--- config.mk ---
export PLATFORM = sky130hd
export DESIGN_NAME = wt_mem_arbiter
export DESIGN_NICKNAME = d
export VERILOG_FILES = /design/src/rtl/wt_mem_arbiter.sv
export SDC_FILE = /design/constraint.sdc
export NUM_CORES = 1
export LEC_CHECK = 0
export CORE_AREA = 3 3 185 187
export CTS_CLUSTER_SIZE = 30
export DETAILED_ROUTE_END_ITERATION = 10
export DIE_AREA = 0 0 188 190
export GPL_ROUTABILITY_DRIVEN = 0
export GPL_TIMING_DRIVEN = 1
export HOLD_SLACK_MARGIN = 0.1
export SLEW_MARGIN = 20
export SYNTH_ARGS = -nofsm -noshare
export SYNTH_HDL_FRONTEND = slang
export SYNTH_SLANG_ARGS = --single-unit
--- constraint.sdc ---
create_clock -name clk_i -period 9.2 [get_ports clk_i]
set_input_delay 2.76 -clock clk_i [delete_from_list [all_inputs] [get_ports clk_i]]
set_output_delay 2.76 -clock clk_i [all_outputs]
set_load 0.05 [all_outputs]
--- src/rtl/wt_mem_arbiter.sv ---
// Round-robin arbiter that funnels NumPorts cache clients into one memory request
// channel and routes memory returns back to the issuing client by port index.
module wt_mem_arbiter #(
   parameter int unsigned NumPorts       = 2,
   parameter int unsigned ClientIdWidth  = 2,
   parameter int unsigned ReqWidth       = 64,
   parameter int unsigned RtrnWidth      = 128,
   parameter int unsigned MaxOutstanding = 4,
   localparam int unsigned PortW         = (NumPorts > 1) ? $clog2(NumPorts) : 1,
   localparam int unsigned MemIdW        = PortW + ClientIdWidth
) (
   input  logic                              clk_i,
   input  logic                              rst_ni,
   input  logic                              stall_i,
   output logic                              busy_o,
   output logic                              err_o,
   input  logic [NumPorts-1:0]               cli_req_i,
   output logic [NumPorts-1:0]               cli_ack_o,
   input  logic [NumPorts*ClientIdWidth-1:0] cli_id_i,
   input  logic [NumPorts*ReqWidth-1:0]      cli_data_i,
   output logic [NumPorts-1:0]               cli_rtrn_vld_o,
   output logic [ClientIdWidth-1:0]          cli_rtrn_id_o,
   output logic [RtrnWidth-1:0]              cli_rtrn_o,
   output logic                              mem_req_o,
   input  logic                              mem_ack_i,
   output logic [MemIdW-1:0]                 mem_id_o,
   output logic [ReqWidth-1:0]               mem_data_o,
   input  logic                              mem_rtrn_vld_i,
   input  logic [MemIdW-1:0]                 mem_rtrn_id_i,
   input  logic [RtrnWidth-1:0]              mem_rtrn_i
);

   logic [3:0]               cnt_q [NumPorts];
   logic [PortW-1:0]         rr_q;
   logic [NumPorts-1:0]      eligible;
   logic                     slot_free;
   logic                     grant_vld;
   logic [PortW-1:0]         grant_idx;
   logic [ClientIdWidth-1:0] grant_id;
   logic [ReqWidth-1:0]      grant_data;
   logic [PortW-1:0]         rtrn_port;
   logic                     rtrn_drop;
   logic                     cnt_nonzero;

   assign slot_free = !mem_req_o || mem_ack_i;
   assign rtrn_port = mem_rtrn_id_i[MemIdW-1 -: PortW];

   // Grants are gated by rst_ni so the accept strobe is low the moment reset asserts.
   always_comb begin
      eligible    = '0;
      cnt_nonzero = 1'b0;
      for (int unsigned p = 0; p < NumPorts; p++) begin
         eligible[p] = rst_ni && cli_req_i[p] && !stall_i && (cnt_q[p] < 4'(MaxOutstanding));
         cnt_nonzero = cnt_nonzero || (cnt_q[p] != '0);
      end
   end

   // NOTE: every always_comb output gets a default first, otherwise a path that skips
   // the assignment infers a latch.
   always_comb begin
      int unsigned idx;
      idx        = 0;
      cli_ack_o  = '0;
      grant_vld  = 1'b0;
      grant_idx  = '0;
      grant_id   = '0;
      grant_data = '0;
      if (slot_free) begin
         for (int unsigned k = 0; k < NumPorts; k++) begin
            idx = (32'(rr_q) + k) % NumPorts;
            if (!grant_vld && eligible[idx]) begin
               grant_vld      = 1'b1;
               grant_idx      = PortW'(idx);
               grant_id       = cli_id_i[idx*ClientIdWidth +: ClientIdWidth];
               grant_data     = cli_data_i[idx*ReqWidth +: ReqWidth];
               cli_ack_o[idx] = 1'b1;
            end
         end
      end
   end

   // A same-cycle accept makes a return to an otherwise idle port legal.
   always_comb begin
      cli_rtrn_vld_o = '0;
      for (int unsigned p = 0; p < NumPorts; p++) begin
         cli_rtrn_vld_o[p] = rst_ni && mem_rtrn_vld_i && (rtrn_port == PortW'(p)) &&
                             ((cnt_q[p] != '0) || cli_ack_o[p]);
      end
   end

   assign rtrn_drop     = mem_rtrn_vld_i && !(|cli_rtrn_vld_o);
   assign cli_rtrn_id_o = mem_rtrn_id_i[ClientIdWidth-1:0];
   assign cli_rtrn_o    = mem_rtrn_i;
   assign busy_o        = mem_req_o || cnt_nonzero;

   // NOTE: the payload register is reset along with the valid bit so mem_id_o and
   // mem_data_o read as zero after reset rather than holding stale data.
   always_ff @(posedge clk_i or negedge rst_ni) begin
      if (!rst_ni) begin
         mem_req_o  <= 1'b0;
         mem_id_o   <= '0;
         mem_data_o <= '0;
         rr_q       <= '0;
         err_o      <= 1'b0;
      end else begin
         // NOTE: sequential state uses non-blocking assignments so every register
         // samples the pre-edge values regardless of statement order.
         if (grant_vld) begin
            mem_req_o  <= 1'b1;
            mem_id_o   <= {grant_idx, grant_id};
            mem_data_o <= grant_data;
            rr_q       <= PortW'((32'(grant_idx) + 1) % NumPorts);
         end else if (mem_ack_i) begin
            mem_req_o <= 1'b0;
         end
         if (rtrn_drop) begin
            err_o <= 1'b1;
         end
      end
   end

   always_ff @(posedge clk_i or negedge rst_ni) begin
      if (!rst_ni) begin
         for (int unsigned p = 0; p < NumPorts; p++) begin
            cnt_q[p] <= '0;
         end
      end else begin
         for (int unsigned p = 0; p < NumPorts; p++) begin
            case ({cli_ack_o[p], cli_rtrn_vld_o[p]})
               2'b10:   cnt_q[p] <= cnt_q[p] + 4'd1;
               2'b01:   cnt_q[p] <= cnt_q[p] - 4'd1;
               default: cnt_q[p] <= cnt_q[p];
            endcase
         end
      end
   end

endmodule

# After elaboration in Yosys (flattened, before gate mapping)
# Index checks and enable logic that the tools add are counted.
[totals]
output_inout_bits = 204
ff_bits = 78
[classes]
n_lt_le_gt_ge = 6
reduce_logical = 30
shifts = 4
n_eq_ne = 4
bitwise_logic = 2
n_addsub = 6
muxes = 29
[op_table]
columns = ["operator", "n"]
rows = [
  ["$shiftx 128x8->64", 2],
  ["$mux 64", 3],
  ["$pmux 4 s2", 2],
  ["$logic_and 1x1->1", 15],
  ["$mux 1", 15],
  ["$mux 2", 7],
  ["$add 4x1->4 const B", 2],
  ["$lt 4x3->1 const B", 2],
  ["$reduce_bool 4->1", 2],
  ["$shiftx 4x3->2", 2],
  ["$sub 4x1->4 const B", 2],
  ["$reduce_bool 2->1", 3],
  ["$logic_or 1x1->1", 5],
  ["$eq 2x1->1 const B", 2],
  ["$eq 2x2->1 const B", 2],
  ["$logic_not 1->1", 4],
  ["$lt 1x2->1 const B", 2],
  ["$add 1x1->1 const B", 2],
  ["$demux 1 s1", 2],
  ["$ge 1x1->1 const B", 2],
  ["$or 2x2->2", 1],
  ["$reduce_or 2->1", 1],
  ["$not 1->1", 1],
]

# Logic depth before layout (Yosys ltp)
[depth]
ltp_word = 16
mapped_depth = 13
mapped_depth_nobuf = 12

# Worst setup path after synthesis
# No wires, ideal clock.
[synth_path]
kind = "input -> output"
start = "in cli_req_i[0]"
end = "out cli_rtrn_vld_o[0]"
n_path_buf = 1
stages = 6
slack_ps = 1671
t_arrival_ps = 4769
required_ps = 6440
cell_sequence = "or3b_1 or4_1 buf_2 inv_1 o211a_1 and2_1"
[synth_between]
elab_chain_len = 13
elab_cells_between_ends = 18
cone_classes = "mux (10); bitwise (1); reduce/logical (7)"
[synth_rtl]
columns = ["item", "line_no", "source"]
rows = [
  ["start: declaration", "17", "input logic [NumPorts-1:0] cli_req_i,"],
  ["$logic_and 1x1->1 (*) (3 in a row)", "53", "eligible[p] = rst_ni && cli_req_i[p] && !stall_i && (cnt_q[p] < 4'(MaxOutstanding));"],
  ["$mux 1 (implied by the code) (2 in a row)", "71", "if (!grant_vld && eligible[idx]) begin"],
  ["$mux 1", "71", ""],
  ["$mux 1", "68", "if (slot_free) begin"],
  ["$logic_not 1->1", "71", ""],
  ["$logic_and 1x1->1", "71", ""],
  ["$mux 2 (*)", "71", ""],
  ["$mux 2 (*)", "68", ""],
  ["net cli_ack_o[0]", "18", "output logic [NumPorts-1:0] cli_ack_o,"],
  ["$logic_or 1x1->1 (*)", "87", "((cnt_q[p] != '0) || cli_ack_o[p]);"],
  ["$logic_and 1x1->1 (*)", "86", "cli_rtrn_vld_o[p] = rst_ni && mem_rtrn_vld_i && (rtrn_port == PortW'(p)) &&"],
  ["end: declaration", "21", "output logic [NumPorts-1:0] cli_rtrn_vld_o,"],
]
# The timed path passes the listed nets; every way through them passes the cells marked *. The select of a mux whose other input is x is not followed.

# Final worst setup path
[layout_path]
start = "in cli_req_i[1]"
end = "out cli_rtrn_vld_o[1]"
[layout_between]
elab_chain_len = 13
elab_cells_between_ends = 18
cone_classes = "mux (10); bitwise (1); reduce/logical (7)"
[layout_rtl]
columns = ["item", "line_no"]
rows = [
  ["$logic_and 1x1->1 (*) (3 in a row)", "53"],
  ["$mux 1 (implied by the code) (2 in a row)", "71"],
  ["$mux 1", "71"],
  ["$mux 1", "68"],
  ["$logic_not 1->1", "71"],
  ["$logic_and 1x1->1", "71"],
  ["$mux 2 (*)", "71"],
  ["$mux 2 (*)", "68"],
  ["$logic_or 1x1->1 (*)", "87"],
  ["$logic_and 1x1->1 (*)", "86"],
]
# Mark *: on every way between the ends. The rest lies on a longest branch, timed or not. The select of a mux whose other input is x is not followed.

==> impl_metrics.toml <==
[outcome]
outcome = "completed"

[final_layout]
final_common_cell = "clkdlybuf4s50_1"
syn_to_final_growth_pct = 44.9
nFillCells = 3595
fin_cells = 1020
n_antenna_cell = 0
fin_nets = 849
mostFrequentLayoutCells = "clkdlybuf4s50_1 (211), nor2_1 (137), dfrtp_1 (78)"
final_area_um2 = 6410
layout-drive-gt1-share_pct = 5.19

[synthesis]
synth_edf_count = 0
yosysTopAreaCell = "dfrtp_1"
avgSynthCellArea_um2 = 8.94
syn-instance-count = 495
synth_area_um2 = 4420
yosys_register_bits = 78
yosysUniqueCellTypes = 32
syn_nets = 771
synth_ff_type = "dfrtp_1"
seq_area_frac_synth_pct = 44.1
synth_top_area_share_pct = 44.1
synthArstFlopShare_pct = 100
yosys-top-cells-area = "dfrtp_1 (44%), buf_4 (22%), nor2_1 (12%)"
yosys_warnings = 0

[floorplanning]
coreArea_um2 = 32600
pin_count = 474
die_h_um = 190
num_rows = 66
dieArea_um2 = 35700
start_util_pct = 13.6
die_w_um = 188

[power]
leakage_nw = 2.49
power.density_nw_per_um2 = 342
design_power_total_w = 0.00219
ir_worst_vdd_uv = 181

[worst_setup_path]
cp.arrival_ns = 5.55
cp.required_ns = 6.44
r2r_setup_slack_ns = 5.90
criticalPathCategory = "input port to output port"
reg2reg_depth = 10
end_kind = "output port"
startpoint_type = "input port"
crit_fanout = 4

[placement]
pre_cts_slack_ns = 0.910
io_buffers = 213
dp_cells = 1004
dpl_cell_area_um2 = 6080
dp_hpwl_mm = 13.7

[clock_network]
post_cts.repair.setup_buffers = 0
tritoncts = "done"
clockBufferDepth = 2
ctsResizeCount = 0
hold_buffers = 0
root_buffer = "clkbuf_16"
worstSkewPairLatency_ns = 0.35
cts.clk_slew.worst_paths_ns = 0.07
cts_sinks = 78
cts_max_level = 3
cts-buffers-inserted = 9

[run]
cap_violations = 0

[global_routing]
overflow = 0
grt.total_usage_pct = 9.44
antenna_found_initial = 0
grt_max_degree = 70
grt_first_pass_wirelength_mm = 24.7
grt_pass1_vias = 3714

[sta]
setup_viol = 0
fin_crit_sh_pct = 90.4
rsz0062_at_grt = "false"
finClkSkew_ns = 0.0122
min_period_ns = 8.31
clock.fmax_mhz = 120
setup_ws_ns = 0.887
hold_violations = 0
slew_headroom_pct = 45.8
worst_pin_slew_ns = 0.813
tns_ns = 0
slew_viol_final = 0

[detailed_routing]
ant_nets = 0
drtPass1Iterations = 4
via_per_inst = 3.58
route.detailed.drc = 0
detail_route.wl_per_cell_um = 17.0
drt_wl_total_mm = 17.3
drtIter0Drc = 90
num_vias = 3653

[worst_hold_path]
whs_path_depth = 2
hold_path_class = "register to register"
-- cell usage after synthesis (3+ instances only) --
library cell  count
or4_1             3
a21oi_1           6
buf_4           130
nor2_1          137
xor2_1            7
buf_2             8
buf_6             3
o22ai_1          67
inv_1             6
ha_1              6
dfrtp_1          78
clkbuf_1         12
xnor2_1           3
o21ai_0           4
-- routing by layer --
layer | wire length (um) | global-route usage [%]
met5 | 0 | 0
met2 | 8880 | 16.3
met4 | 721 | 5.02
met3 | 2480 | 6.47
met1 | 5260 | 8.27
-- area by class of cell --
type | count | area, um2 | share of cell area, %
repair buffers | 220 | 2180 | 34.0
flip-flops and latches | 78 | 1950 | 30.4
multi-input cells | 258 | 1370 | 21.4
well taps | 442 | 553 | 8.62
clock buffers | 13 | 270 | 4.21
clock inverters | 3 | 65.1 | 1.01
inverters | 6 | 22.5 | 0.351
-- power by group --
| group | switching, W | total, W | internal, W |
|---|---|---|---|
| clock | 0.000150 | 0.000410 | 0.000260 |
| combinational | 0.000755 | 0.00116 | 0.000409 |
| sequential | 0.000113 | 0.000620 | 0.000507 |
-- registers in the layout, summed over array words and instances, names as in the netlist --
name        count
mem_data_o     64
err_o           1
mem_req_o       1
rr_q            1
cnt_q           8
mem_id_o        3
-- worst max-delay path, stage by stage --
cell             delay [ns]
clkdlybuf4s50_1        0.46
or3b_1                 0.44
or4_2                  0.67
a21oi_1                0.33
clkdlybuf4s50_1        0.88
-- stage by stage --
| step | hold WS [ns] | utilization [%] |
|---|---|---|
| global placement | 0.485 | 18.6 |
| floorplan | 0.476 | - |
| detailed placement | 0.478 | 18.6 |
| finish | 0.513 | 19.7 |
| global route | 0.535 | 19.7 |
| CTS | 0.503 | 19.7 |
-- cells by family after synthesis --
logic type      share of synthesized area [%]
simple gates                             15.3
mux                                     0.509
flops                                    44.1
compound gates                           11.2
fa+ha+maj                                1.70
buf+inv                                  25.3
xor+xnor                                 1.98
-- final timing paths --
check / from / end
setup / recovery: cli_req_i[1] / cli_rtrn_vld_o[1]
hold reg to reg: err_o$_DFFE_PN0P_ / err_o$_DFFE_PN0P_
max in group asynchronous: rst_ni / mem_data_o[35]$_DFFE_PN0P_
hold / removal: err_o$_DFFE_PN0P_ / err_o$_DFFE_PN0P_
min in group asynchronous: rst_ni / cnt_q[1]$_DFFE_PN0P_
setup reg to reg: cnt_q[6]$_DFFE_PN0P_ / cnt_q[6]$_DFFE_PN0P_
Note: power is estimated with default switching activity, not from simulation.
